**src/rtl/pc_sequencer.sv**
```systemverilog
// Program-counter sequencer: sequential / branch / jump / return next-PC selection
// with a circular return-address stack that tracks overflow and underflow.
module pc_sequencer #(
  parameter int                PC_W      = 32,
  parameter int                BOFF_W    = 14,
  parameter int                JOFF_W    = 24,
  parameter int                RAS_DEPTH = 4,
  parameter logic [PC_W-1:0]   RESET_VEC = '0
) (
  input  logic                               clk,
  input  logic                               reset,
  input  logic                               pc_write,
  input  logic [1:0]                         instr_type,
  input  logic [4:0]                         opcode,
  input  logic                               zero_signal,
  input  logic                               stop_bit,
  input  logic [BOFF_W-1:0]                  branch_offset,
  input  logic [JOFF_W-1:0]                  jump_offset,
  output logic [PC_W-1:0]                    pc,
  output logic [1:0]                         pc_src,
  output logic [$clog2(RAS_DEPTH+1)-1:0]     ras_count,
  output logic                               ras_full,
  output logic                               ras_empty,
  output logic                               ras_overflow,
  output logic                               ras_underflow
);

  localparam int CNT_W = $clog2(RAS_DEPTH + 1);
  localparam int PTR_W = $clog2(RAS_DEPTH);

  localparam logic [1:0] TYPE_I = 2'b01;
  localparam logic [1:0] TYPE_J = 2'b10;
  localparam logic [4:0] OP_BEQ  = 5'b00100;
  localparam logic [4:0] OP_BNE  = 5'b00101;
  localparam logic [4:0] OP_CALL = 5'b00001;

  typedef enum logic [1:0] {
    SRC_SEQ = 2'b00,
    SRC_BR  = 2'b01,
    SRC_JMP = 2'b10,
    SRC_RET = 2'b11
  } pc_src_e;

  logic [PC_W-1:0]  ras_mem [RAS_DEPTH];
  logic [PTR_W-1:0] top_ptr;
  logic [PTR_W-1:0] ptr_inc;
  logic [PTR_W-1:0] ptr_dec;

  logic            is_branch;
  logic            is_jump;
  logic            is_call;
  logic            do_push;
  logic            do_pop;
  pc_src_e         src_sel;
  logic [PC_W-1:0] pc_plus4;
  logic [PC_W-1:0] br_target;
  logic [PC_W-1:0] jmp_target;
  logic [PC_W-1:0] next_pc;

  // Instruction decode
  assign is_branch = (instr_type == TYPE_I) &&
                     (((opcode == OP_BEQ) &&  zero_signal) ||
                      ((opcode == OP_BNE) && !zero_signal));
  assign is_jump   = (instr_type == TYPE_J);
  assign is_call   = is_jump && (opcode == OP_CALL);

  // A return request overrides a simultaneous call, so the call never pushes.
  assign do_push = pc_write && is_call && !stop_bit;
  assign do_pop  = pc_write && stop_bit;

  always_comb begin
    src_sel = SRC_SEQ;
    if (stop_bit)       src_sel = SRC_RET;
    else if (is_jump)   src_sel = SRC_JMP;
    else if (is_branch) src_sel = SRC_BR;
  end

  assign pc_src = src_sel;

  // Offsets are word offsets: sign-extend to PC width, then scale by 4.
  assign pc_plus4   = pc + PC_W'(4);
  assign br_target  = pc + (PC_W'($signed(branch_offset)) << 2);
  assign jmp_target = pc + (PC_W'($signed(jump_offset)) << 2);

  always_comb begin
    next_pc = pc_plus4;
    case (src_sel)
      SRC_SEQ: next_pc = pc_plus4;
      SRC_BR:  next_pc = br_target;
      SRC_JMP: next_pc = jmp_target;
      SRC_RET: next_pc = ras_empty ? pc_plus4 : ras_mem[top_ptr];
      default: next_pc = pc_plus4;
    endcase
  end

  // Top pointer wraps at RAS_DEPTH, which need not be a power of two.
  always_comb begin
    ptr_inc = top_ptr + PTR_W'(1);
    ptr_dec = top_ptr - PTR_W'(1);
    if (top_ptr == PTR_W'(RAS_DEPTH - 1)) ptr_inc = '0;
    if (top_ptr == '0)                    ptr_dec = PTR_W'(RAS_DEPTH - 1);
  end

  assign ras_full  = (ras_count == CNT_W'(RAS_DEPTH));
  assign ras_empty = (ras_count == '0);

  always_ff @(posedge clk or posedge reset) begin
    if (reset) begin
      pc            <= RESET_VEC;
      top_ptr       <= '0;
      ras_count     <= '0;
      ras_overflow  <= 1'b0;
      ras_underflow <= 1'b0;
    end else if (pc_write) begin
      pc <= next_pc;
      if (do_push) begin
        // When full the slot after the top holds the oldest entry; it gets overwritten.
        top_ptr <= ptr_inc;
        if (ras_full) ras_overflow <= 1'b1;
        else          ras_count    <= ras_count + CNT_W'(1);
      end else if (do_pop) begin
        if (ras_empty) begin
          ras_underflow <= 1'b1;
        end else begin
          top_ptr   <= ptr_dec;
          ras_count <= ras_count - CNT_W'(1);
        end
      end
    end
  end

  // Stack storage has no reset; its contents are meaningless until pushed.
  always_ff @(posedge clk) begin
    if (do_push) ras_mem[ptr_inc] <= pc_plus4;
  end

endmodule

```
**config.mk**
```make
export PLATFORM = sky130hd
export DESIGN_NAME = pc_sequencer
export DESIGN_NICKNAME = d
export VERILOG_FILES = /design/src/rtl/pc_sequencer.sv
export SDC_FILE = /design/constraint.sdc
export NUM_CORES = 1
export LEC_CHECK = 0
export ABC_CLOCK_PERIOD_IN_PS = 3460
export BUFFER_PORTS_ARGS = -buffer_cell sky130_fd_sc_hd__buf_4
export CORE_MARGIN = 8
export CORE_UTILIZATION = 35
export CTS_BUF_LIST = sky130_fd_sc_hd__clkbuf_16
export DETAILED_ROUTE_END_ITERATION = 10
export PLACE_DENSITY_LB_ADDON = 0.3
export SETUP_SLACK_MARGIN = 0.3
export SKIP_LAST_GASP = 1
export SLEW_MARGIN = 25
export SYNTH_ARGS = -nofsm -noshare
export SYNTH_HDL_FRONTEND = slang
export SYNTH_SLANG_ARGS = --single-unit
```
**constraint.sdc**
```tcl
create_clock -name clk -period 3.46 [get_ports clk]
set_input_delay 0 -clock clk [delete_from_list [all_inputs] [get_ports clk]]
set_output_delay 0 -clock clk [all_outputs]
set_load 0.1 [all_outputs]
```
==> impl_summary.txt <==
----------------------------------------------------
[STA]
  Normalized max-slew margin ... a little over a quarter
  Count of final setup violators ... 0
  Final critical delay including setup and external delays ... 3.12 ns
  Slew Viols, Final ... 0
  Final worst hold slack ... roughly 0.036 ns
  Post-route worst setup slack ... around 0.34 ns
  Slew at the pin closest to its max-slew limit ... 1.09 ns
  RSZ-0062 raised after global routing ... yes
  Final hold violation count ... 0
  Share of the clock period used by the worst path after layout ... 90.3%
  Final setup skew ... 0.0117 ns
  Achievable Freq ... roughly 320 MHz

[Global route]
  Number of antenna violations at the first check in global routing ... 0
  Total gr overflow ... 0
  Via count of the first global-routing pass ... just over 7000
  Pin count of the biggest net entering global routing ... around 50
  Aggregate global-route resource usage ... approximately 15%
  Wire length of the first global-routing pass ... 40300 µm

[Logic synthesis]
  Post-synthesis sequential area ratio ... between 50% and 60%
  Post-Synthesis Cells ... 809
  Unique masters post-synth ... 73
  Dominant register cell in the synthesized netlist ... edfxtp_1
  Synthesized Nets ... 906
  Number of synthesized flops with an enable pin ... ~130
  Syn Area/Cell ... 11.8 µm²
  Area of the mapped netlist ... roughly 9500 µm²
  Synthesis warning total ... 0
  Synth Register Bits ... 167
  Proportion of register bits with asynchronous set or reset after synthesis ... roughly a quarter

[Die]
  Die span in y ... ~180 µm
  Overall die area ... 32700 µm²
  X dimension of the die ... approximately 180 µm
  Standard-cell rows ... 60
  Core Box Area ... 26800 µm²
  Initial cell density of the core ... between 30% and 40%
  Boundary Pins ... 91

[Pwr]
  Switching power ... around 5.2 mW
  Net Sw Frac ... a little under half
  Leakage power total ... around 4.7 nW
  Relative contribution of the clock network to total power ... roughly 16%
  Sequential power share ... roughly 28%
  Largest voltage drop on the vdd net ... between 0.6 and 0.7 mV
  Combinational power share ... between 50% and 60%
  Power per unit of standard cell area ... 929 nW/µm²
  Internal Dissipation ... 5.99 mW

[Route]
  Final wirelength ... 25800 µm
  Starting DRT DRC Count ... around 560
  Final antenna-violating net count ... 0
  Via Count ... between 7000 and 8000
  First-pass iteration count of the detailed router ... 5
  Average vias per placed instance ... 5.47
  Routed length per instance ... around 20 µm
  Drt drc ... 0

[Worst setup path]
  CP startpoint kind ... input port
  Worst Path Required ... about 3.8 ns
  Critical register-to-register path startpoint ... pc[3]
  Endpoint kind of the worst setup timing path ... register
  Critical path arrival ... around 3.5 ns
  Largest fanout of any net on the critical path ... 12
  Crit Path Category ... in -> reg
  Beginning of the critical path ... instr_type[0]

[Clock network]
  Master cell of the clock root buffer ... clkbuf_16
  CTS clk-pin slew, worst paths ... ~0.070 ns
  Num CTS Buffers ... 17
  Total clock sinks ... approximately 170
  Number of levels the H-tree was split into ... 4
  Worst skew pair latency ... 0.43 ns
  Maximum root-to-sink buffer count ... 2
  Clock tree from TritonCTS ... done

[Job]
  MaxCap Viol Count ... 0

[Layout]
  Layout overhead on the synthesized area ... 26.8%
  Commonest non-fill, non-tap cell in the layout ... buf_4
  Non-filler cells, final ... between 1000 and 1500
  Final antenna diode count ... 0
  Final non-filler cell area ... around 12000 µm²
  Leading cell types in the layout, fill and taps excluded ... buf_4, edfxtp_1, nand2_1, a21oi_1, nor2_1
  Count of nets after finishing ... roughly 1100
  Proportion of layout cells with a drive suffix above 1 ... 32.4%

[Place]
  Placed cell count ... about 1300
  Post-Place Setup Slack ... -0.454 ns
  Port buffer count ... 90
  Placement-stage cell area ... roughly 11000 µm²
  Final estimated routing congestion in global placement ... approximately 0.84
  HPWL reported at the end of detailed placement ... 17500 µm

[Status]
  Result of the run ... complete, no violations

[Hold path]
  Worst hold path startpoint ... stop_bit
  Class of the tightest hold or removal check ... in -> reg

----------------------------------------------------
==> cells by family after synthesis <==
group / count (synthesis) / synth area share, %
buf+inv: 64 / 2.97
flops: 167 / 50.6
xor+xnor: 58 / 5.34
fa+ha+maj: 47 / 6.34
mux: 50 / 9.68
compound gates: 188 / 13.1
simple gates: 235 / 12.0
==> power by group through the flow <==
stage	clock network [mW]	registers, mW	logic, mW
5_1_grt	1.94	3.21	6.63
4_1_cts	1.86	3.16	6.11
6_report	1.84	3.16	6.22
3_3_place_gp	0	3.20	6.03
2_1_floorplan	0	4.36	3.09
3_5_place_dp	0	3.20	6.07
==> flip-flops by register name, indices dropped and copies added, names as in the netlist <==
| register | count |
|---|---|
| pc | 32 |
| ras_mem | 128 |
| ras_count | 3 |
| top_ptr | 2 |
| ras_underflow | 1 |
| ras_overflow | 1 |
==> timing repair <==
item | in CTS | in global routing
hold endpoints to repair | 39 | 0
hold buffers | 1 | 0
setup endpoints to repair | 17 | 14
gates resized for setup | 1 | 28
setup buffers | 3 | 5
pin swaps | 1 | 16
==> worst max-delay path, cell delays in order <==
cell	delay (ns)
buf_4	0.11
and3b_1	0.18
a31o_4	0.26
inv_4	0.06
ha_4	0.14
buf_12	0.15
buf_12	0.11
mux2_4	0.30
ha_4	0.17
fa_2	0.37
a21oi_2	0.14
o211ai_1	0.16
buf_4	0.16
buf_4	0.12
a21o_1	0.18
a21oi_2	0.18
o21ai_0	0.12
xor2_1	0.20
nand3_1	0.11
a32oi_1	0.21
==> worst paths after layout <==
kind,depth (start not counted),endpoint,slack [ns]
setup / recovery,20,pc[12],0.34
hold / removal,4,ras_underflow,0.04
setup reg to reg,10,pc[18],0.60
hold reg to reg,1,ras_overflow,0.48
max in group asynchronous,4,pc[2],2.74
min in group asynchronous,4,pc[29],0.27
==> Yosys cell counts (7+ instances only) <==
cell / n / area [µm²]
edfxtp_1: 128 / 3840
nand2_1: 103 / 387
a21oi_1: 56 / 280
ha_1: 45 / 563
nor2_1: 42 / 158
dfrtp_1: 39 / 976
xnor2_1: 37 / 324
o21ai_0: 36 / 180
mux4_2: 32 / 721
clkbuf_1: 26 / 97.6
nand3_1: 23 / 115
xor2_1: 21 / 184
inv_1: 20 / 75.1
mux2_2: 15 / 169
a22o_1: 14 / 123
nand4_1: 13 / 81.3
a31oi_1: 11 / 68.8
nor3_1: 11 / 55.1
a21o_1: 9 / 67.6
a221oi_1: 8 / 70.1
a222oi_1: 7 / 70.1
==> cell type report <==
cell class / instances / area [µm²]
well taps: 341 / 427
clock buffers: 17 / 425
repair buffers: 178 / 1410
inverters: 21 / 81.3
multi-input cells: 578 / 4760
fillers: 2498 / 14700
flip-flops and latches: 167 / 4830
clock inverters: 15 / 139
==> layer usage <==
metal	track usage (%)	part of all wire, %
met5	0	0
met4	3.80	1.3
met3	3.27	4.6
met2	27.0	51
met1	19.2	43
==> per-stage QoR <==
step	TNS (ns)	util [%]	power, mW
3_3_place_gp	-4.90	42.1	9.23
4_1_cts	0	44.4	11.1
5_1_grt	0	45.0	11.8
3_5_place_dp	-5.89	42.1	9.27
2_1_floorplan	0	-	7.45
6_report	0	45.0	11.2
(Power assumes the default switching activity.)
